File: src/rtl/regfile_ctrl_pkg.sv
// -----------------------------------------------------------------------------
// regfile_ctrl_pkg
// Shared types and defaults for the register-file write-port controller:
//   - state_t      : controller phase (zero-fill, then arbitration)
//   - grant_idx_t  : index of a writeback requester (0 or 1)
//   - ADDR_W_DEF / DATA_W_DEF : default address / data widths
// -----------------------------------------------------------------------------
package regfile_ctrl_pkg;

    localparam int unsigned ADDR_W_DEF = 5;
    localparam int unsigned DATA_W_DEF = 32;

    typedef enum logic {
        ST_INIT = 1'b0,
        ST_RUN  = 1'b1
    } state_t;

    typedef logic grant_idx_t;

endpackage

File: src/rtl/regfile_wr_arbiter_rr_arb2.sv
// -----------------------------------------------------------------------------
// rr_arb2
// Two-input round-robin arbiter. Grant is combinational from the valids and
// the last granted index; the last-grant register advances only on a transfer.
// Ports:
//   i_clk, i_rst    clock, asynchronous active-high reset
//   i_valid[1:0]    request vector
//   i_xfer          a grant was consumed this cycle
//   o_grant[1:0]    one-hot grant (zero when no request)
//   o_grant_idx     index of the granted requester
// -----------------------------------------------------------------------------
module rr_arb2
    import regfile_ctrl_pkg::*;
(
    input  logic       i_clk,
    input  logic       i_rst,
    input  logic [1:0] i_valid,
    input  logic       i_xfer,
    output logic [1:0] o_grant,
    output grant_idx_t o_grant_idx
);

    grant_idx_t r_last;

    always_comb begin
        o_grant     = '0;
        o_grant_idx = 1'b0;
        if (i_valid == 2'b11) begin
            // Tie goes to the requester that was not served last.
            o_grant_idx = ~r_last;
        end else if (i_valid[1]) begin
            o_grant_idx = 1'b1;
        end
        if (i_valid != 2'b00) begin
            o_grant[o_grant_idx] = 1'b1;
        end
    end

    // Reset to 1 so requester 0 wins the first tie.
    always_ff @(posedge i_clk or posedge i_rst) begin
        if (i_rst) begin
            r_last <= 1'b1;
        end else if (i_xfer) begin
            r_last <= o_grant_idx;
        end
    end

endmodule

File: src/rtl/regfile_wr_arbiter.sv
// -----------------------------------------------------------------------------
// regfile_wr_arbiter
// Write-port controller for the register file. After reset it zero-fills
// registers 1..NREGS-1 (one per cycle), then shares the write port between two
// valid/ready writeback requesters with round-robin arbitration.
// Ports:
//   Clk, Reset                 clock, asynchronous active-high reset
//   reqN_valid/addr/data       requester N write request
//   reqN_ready                 requester N accepted this cycle (combinational)
//   W_Addr, W_Data, Write_Reg  registered register-file write port
//   init_done                  zero-fill complete, requests accepted
//   drop_cnt                   saturating count of accepted writes to reg 0
// -----------------------------------------------------------------------------
module regfile_wr_arbiter
    import regfile_ctrl_pkg::*;
#(
    parameter int unsigned ADDR_W  = ADDR_W_DEF,
    parameter int unsigned DATA_W  = DATA_W_DEF,
    parameter int unsigned NREGS   = 32,
    parameter int unsigned INIT_EN = 1
) (
    input  logic              Clk,
    input  logic              Reset,
    input  logic              req0_valid,
    input  logic [ADDR_W-1:0] req0_addr,
    input  logic [DATA_W-1:0] req0_data,
    output logic              req0_ready,
    input  logic              req1_valid,
    input  logic [ADDR_W-1:0] req1_addr,
    input  logic [DATA_W-1:0] req1_data,
    output logic              req1_ready,
    output logic [ADDR_W-1:0] W_Addr,
    output logic [DATA_W-1:0] W_Data,
    output logic              Write_Reg,
    output logic              init_done,
    output logic [7:0]        drop_cnt
);

    state_t            r_state;
    state_t            w_state_nxt;
    logic [ADDR_W-1:0] r_fill_cnt;
    logic              w_fill_last;
    logic              w_run;
    logic              w_xfer;
    logic [1:0]        w_grant;
    grant_idx_t        w_grant_idx;
    logic [ADDR_W-1:0] w_sel_addr;
    logic [DATA_W-1:0] w_sel_data;
    logic              w_sel_zero;

    assign w_fill_last = (r_fill_cnt == ADDR_W'(NREGS - 1));
    assign w_run       = (r_state == ST_RUN);

    always_comb begin
        w_state_nxt = r_state;
        if (r_state == ST_INIT && w_fill_last) begin
            w_state_nxt = ST_RUN;
        end
    end

    always_ff @(posedge Clk or posedge Reset) begin
        if (Reset) begin
            r_state <= (INIT_EN != 0) ? ST_INIT : ST_RUN;
        end else begin
            r_state <= w_state_nxt;
        end
    end

    rr_arb2 u_arb (
        .i_clk       (Clk),
        .i_rst       (Reset),
        .i_valid     ({req1_valid, req0_valid}),
        .i_xfer      (w_xfer),
        .o_grant     (w_grant),
        .o_grant_idx (w_grant_idx)
    );

    // Any valid in RUN is granted, so a transfer happens whenever one is valid.
    assign w_xfer     = w_run & (req0_valid | req1_valid);
    assign req0_ready = w_run & w_grant[0];
    assign req1_ready = w_run & w_grant[1];

    assign w_sel_addr = w_grant_idx ? req1_addr : req0_addr;
    assign w_sel_data = w_grant_idx ? req1_data : req0_data;
    assign w_sel_zero = (w_sel_addr == '0);

    always_ff @(posedge Clk or posedge Reset) begin
        if (Reset) begin
            W_Addr     <= '0;
            W_Data     <= '0;
            Write_Reg  <= 1'b0;
            init_done  <= 1'b0;
            drop_cnt   <= '0;
            r_fill_cnt <= ADDR_W'(1);
        end else if (r_state == ST_INIT) begin
            W_Addr     <= r_fill_cnt;
            W_Data     <= '0;
            Write_Reg  <= 1'b1;
            r_fill_cnt <= r_fill_cnt + ADDR_W'(1);
            if (w_fill_last) begin
                init_done <= 1'b1;
            end
        end else begin
            init_done <= 1'b1;
            if (w_xfer && !w_sel_zero) begin
                W_Addr    <= w_sel_addr;
                W_Data    <= w_sel_data;
                Write_Reg <= 1'b1;
            end else begin
                Write_Reg <= 1'b0;
            end
            // Writes to register 0 are accepted but discarded, only counted.
            if (w_xfer && w_sel_zero && drop_cnt != 8'hFF) begin
                drop_cnt <= drop_cnt + 8'd1;
            end
        end
    end

endmodule

File: config.mk
export PLATFORM = sky130hd
export DESIGN_NAME = regfile_wr_arbiter
export DESIGN_NICKNAME = d
export VERILOG_FILES = /design/src/rtl/regfile_ctrl_pkg.sv /design/src/rtl/regfile_wr_arbiter_rr_arb2.sv /design/src/rtl/regfile_wr_arbiter.sv
export SDC_FILE = /design/constraint.sdc
export NUM_CORES = 1
export LEC_CHECK = 0
export ABC_AREA = 1
export BUFFER_PORTS_ARGS = -buffer_cell sky130_fd_sc_hd__buf_2
export CAP_MARGIN = 20
export CORE_UTILIZATION = 40
export CTS_BUF_LIST = sky130_fd_sc_hd__clkbuf_2
export DETAILED_ROUTE_END_ITERATION = 16
export HOLD_SLACK_MARGIN = 0.03
export PLACE_DENSITY_LB_ADDON = 0.1
export SYNTH_ARGS = -nofsm -noshare
export SYNTH_HDL_FRONTEND = slang
export SYNTH_SLANG_ARGS = --single-unit
File: constraint.sdc
create_clock -name Clk -period 3.3 [get_ports Clk]
set_clock_uncertainty 0.1 [all_clocks]
set_input_delay 0.495 -clock Clk [delete_from_list [all_inputs] [get_ports Clk]]
set_output_delay 0.495 -clock Clk [all_outputs]
set_load 0.05 [all_outputs]
==> results.yml <==
run_status:
  status: "finished, final reports clean"
synthesis:
  syn-num-nets: 466
  netlist_top_cells_area: "dfrtp_1 (43%), nand2_1 (25%), nand3_2 (6.7%)"
  avgSynthCellArea_um2: 7.800
  yosysUniqueCellTypes: 30
  async_reset_ff_share_pct: 100.0
  yosysWarningCount: 0
  synth_edf_count: 0
  synth-seq-cells: 54
  synthDominantCellAreaShare_pct: 43.33
  synth_top_flop_cell: "dfrtp_1"
  syn_area_um2: 3003
  yosysTopAreaCell: "dfrtp_1"
  ys_seq_area_share_pct: 45.08
  syn-instance-count: 385
sta:
  worst_pin_slew_ps: 577.1
  tns_ps: 0
  hold_violations: 0
  grt_setup_unrepaired: "false"
  clock.fmax_mhz: 393.9
  finalWorstSetupSlack_ps: 761.0
  finalSetupViolCount: 0
  slew_viol_final: 0
  layout_min_cycle_time_ps: 2539
  finalCritPeriodShare_pct: 76.94
  maxSlewHeadroom_pct: 61.47
setup_path:
  rrSetupSlack_ps: 760
  start_kind: "register"
  cp-end-kind: "output pin"
  cp.required_ps: 2700
  cp.arrival_ps: 1940
  critPathKind: "register to output pin"
  cp_max_fo: 41
routing:
  drt_iter0_drc: 78
  wl_per_cell_um: 11.54
  drc: 0
  totalWireLength_mm: 6.957
  dr_total_vias: 2715
  ant_nets: 0
  viasPerCell: 4.502
  firstDrtPassIters: 6
pwr:
  power_switching_mw: 0.6413
  leakagePower_nw: 2.162
  p_per_area_nw_per_um2: 440.7
  p_clk_share_pct: 20.5
  switching_share_pct: 38.97
  p_seq_share_pct: 46.6
  vdd_drop_max_uv: 151.9
  power_mw: 1.646
  p_int_mw: 1.005
  combPwrFrac_pct: 32.9
floorplanning:
  io_pins: 127
  start_util_pct: 41.40
  core-area_um2: 7253
  dieWidth_um: 88.65
  placementRows: 31
  die_y_um: 88.65
  die-area_um2: 7858
global_routing:
  overflow: 0
  grt_usage_pct: 18.84
  grt_pass1_wl_mm: 11.39
  antenna_found_initial: 0
  grt_pass1_vias: 2399
  grt_max_degree: 43
layout:
  fin_nets: 584
  drive_above_1_share_pct: 35.12
  layout_common_cells: "nand2_1 (201), buf_2 (126), dfrtp_1 (51), nand3_1 (25), nand3_2 (20)"
  finalNonFillerCells: 603
  antenna_cells: 0
  final_common_cell: "nand2_1"
  syn2layout_area_growth_pct: 24.37
flow_run:
  cap_violations: 0
clock_network:
  cts_max_path_buffers: 2
  clk_pin_slew_ps: 260
  cts_tree: "yes"
  clk_latency_ps: 420
  cts_buffers: 5
  post_cts_buffers: 0
  hold_buffers: 1
  htreeDepth: 2
  post_cts_resized: 0
  cts.sinks: 54
  cts_root_buf: "clkbuf_2"
place:
  port_buffers: 126
  preCtsSetupSlack_ps: 651.9
  post-dp-hpwl_mm: 5.122
  placedCellCount: 594
  gp_congestion: 0.8145
hold_path:
  hold_class: "input pin to register"
per-stage QoR:
step	util (%)	hold WS [ps]	area, um2
3_5_place_dp	50.46	370.4	3660
5_1_grt	51.49	185.4	3735
4_1_cts	51.49	200.8	3735
6_report	51.49	229.3	3735
3_3_place_gp	50.46	351.1	3660
2_1_floorplan	-	359.3	3003
flip-flops by register name, summed over array words and instances (netlist names):
name,count
W_Addr,5
W_Data,32
Write_Reg,1
drop_cnt,8
init_done,1
r_fill_cnt,5
r_state,1
u_arb.r_last,1
path summary, 6_finish.rpt:
path | startpoint | endpoint | cells past startpoint
worst max register to register | u_arb.r_last | W_Data[4] | 9
worst max-delay path | u_arb.r_last | req0_ready | 5
worst min register to register | init_done | init_done | 1
min in group asynchronous | Reset | W_Data[13] | 3
max in group asynchronous | Reset | W_Data[24] | 4
worst min-delay path | req1_data[22] | W_Data[22] | 5
cells in the mapped netlist (3+ instances only):
master / n
nor2_1: 5
nand2_1: 201
o21ai_1: 3
nand3_1: 25
clkbuf_1: 5
dfrtp_1: 52
ha_1: 3
xnor2_1: 8
nand2_2: 7
o21ai_0: 6
buf_2: 9
inv_1: 15
nand3_2: 20
cells by family after synthesis:
kind of cell / count (synthesis) / synth area share (%)
AOI/OAI and AO/OA: 12 / 2.625
and+or+nand+nor: 270 / 41.42
DFF: 54 / 45.08
xor gates and xnor gates: 10 / 2.917
adders and majority gates: 3 / 1.250
buffers and inverters: 36 / 6.708
cell type report:
cell class / count / area (um2)
clock buffer: 7 / 35.03
clock inverter: 1 / 30.03
fill: 780 / 3518
inverter: 16 / 60.06
multi-input combinational: 295 / 1448
sequential: 54 / 1355
tap: 99 / 123.9
timing repair buffer: 131 / 683.2
critical path, cell delays in order (launching register included):
cell	delay, ps
dfstp_2	600
nand2_2	90
nand2_4	330
inv_1	110
nor2_1	110
buf_2	280
routing by layer:
metal  GRT usage (%)  part of all wire (%)  vias up
met5               0                     0        -
li1                -                     -     1432
met2           31.12                    46       77
met1           25.21                    47     1200
met4           4.399                   1.0        0
met3           4.291                   5.4        6
power groups by stage:
stage / clock [mW] / sequential, mW / combinational (mW)
after floorplan: 0 / 0.998 / 0.181
after global placement: 0 / 0.778 / 0.546
after detailed placement: 0 / 0.779 / 0.550
after CTS: 0.353 / 0.769 / 0.551
after global routing: 0.377 / 0.775 / 0.593
final: 0.337 / 0.767 / 0.542
No activity file was read; power rests on OpenSTA's default activity.
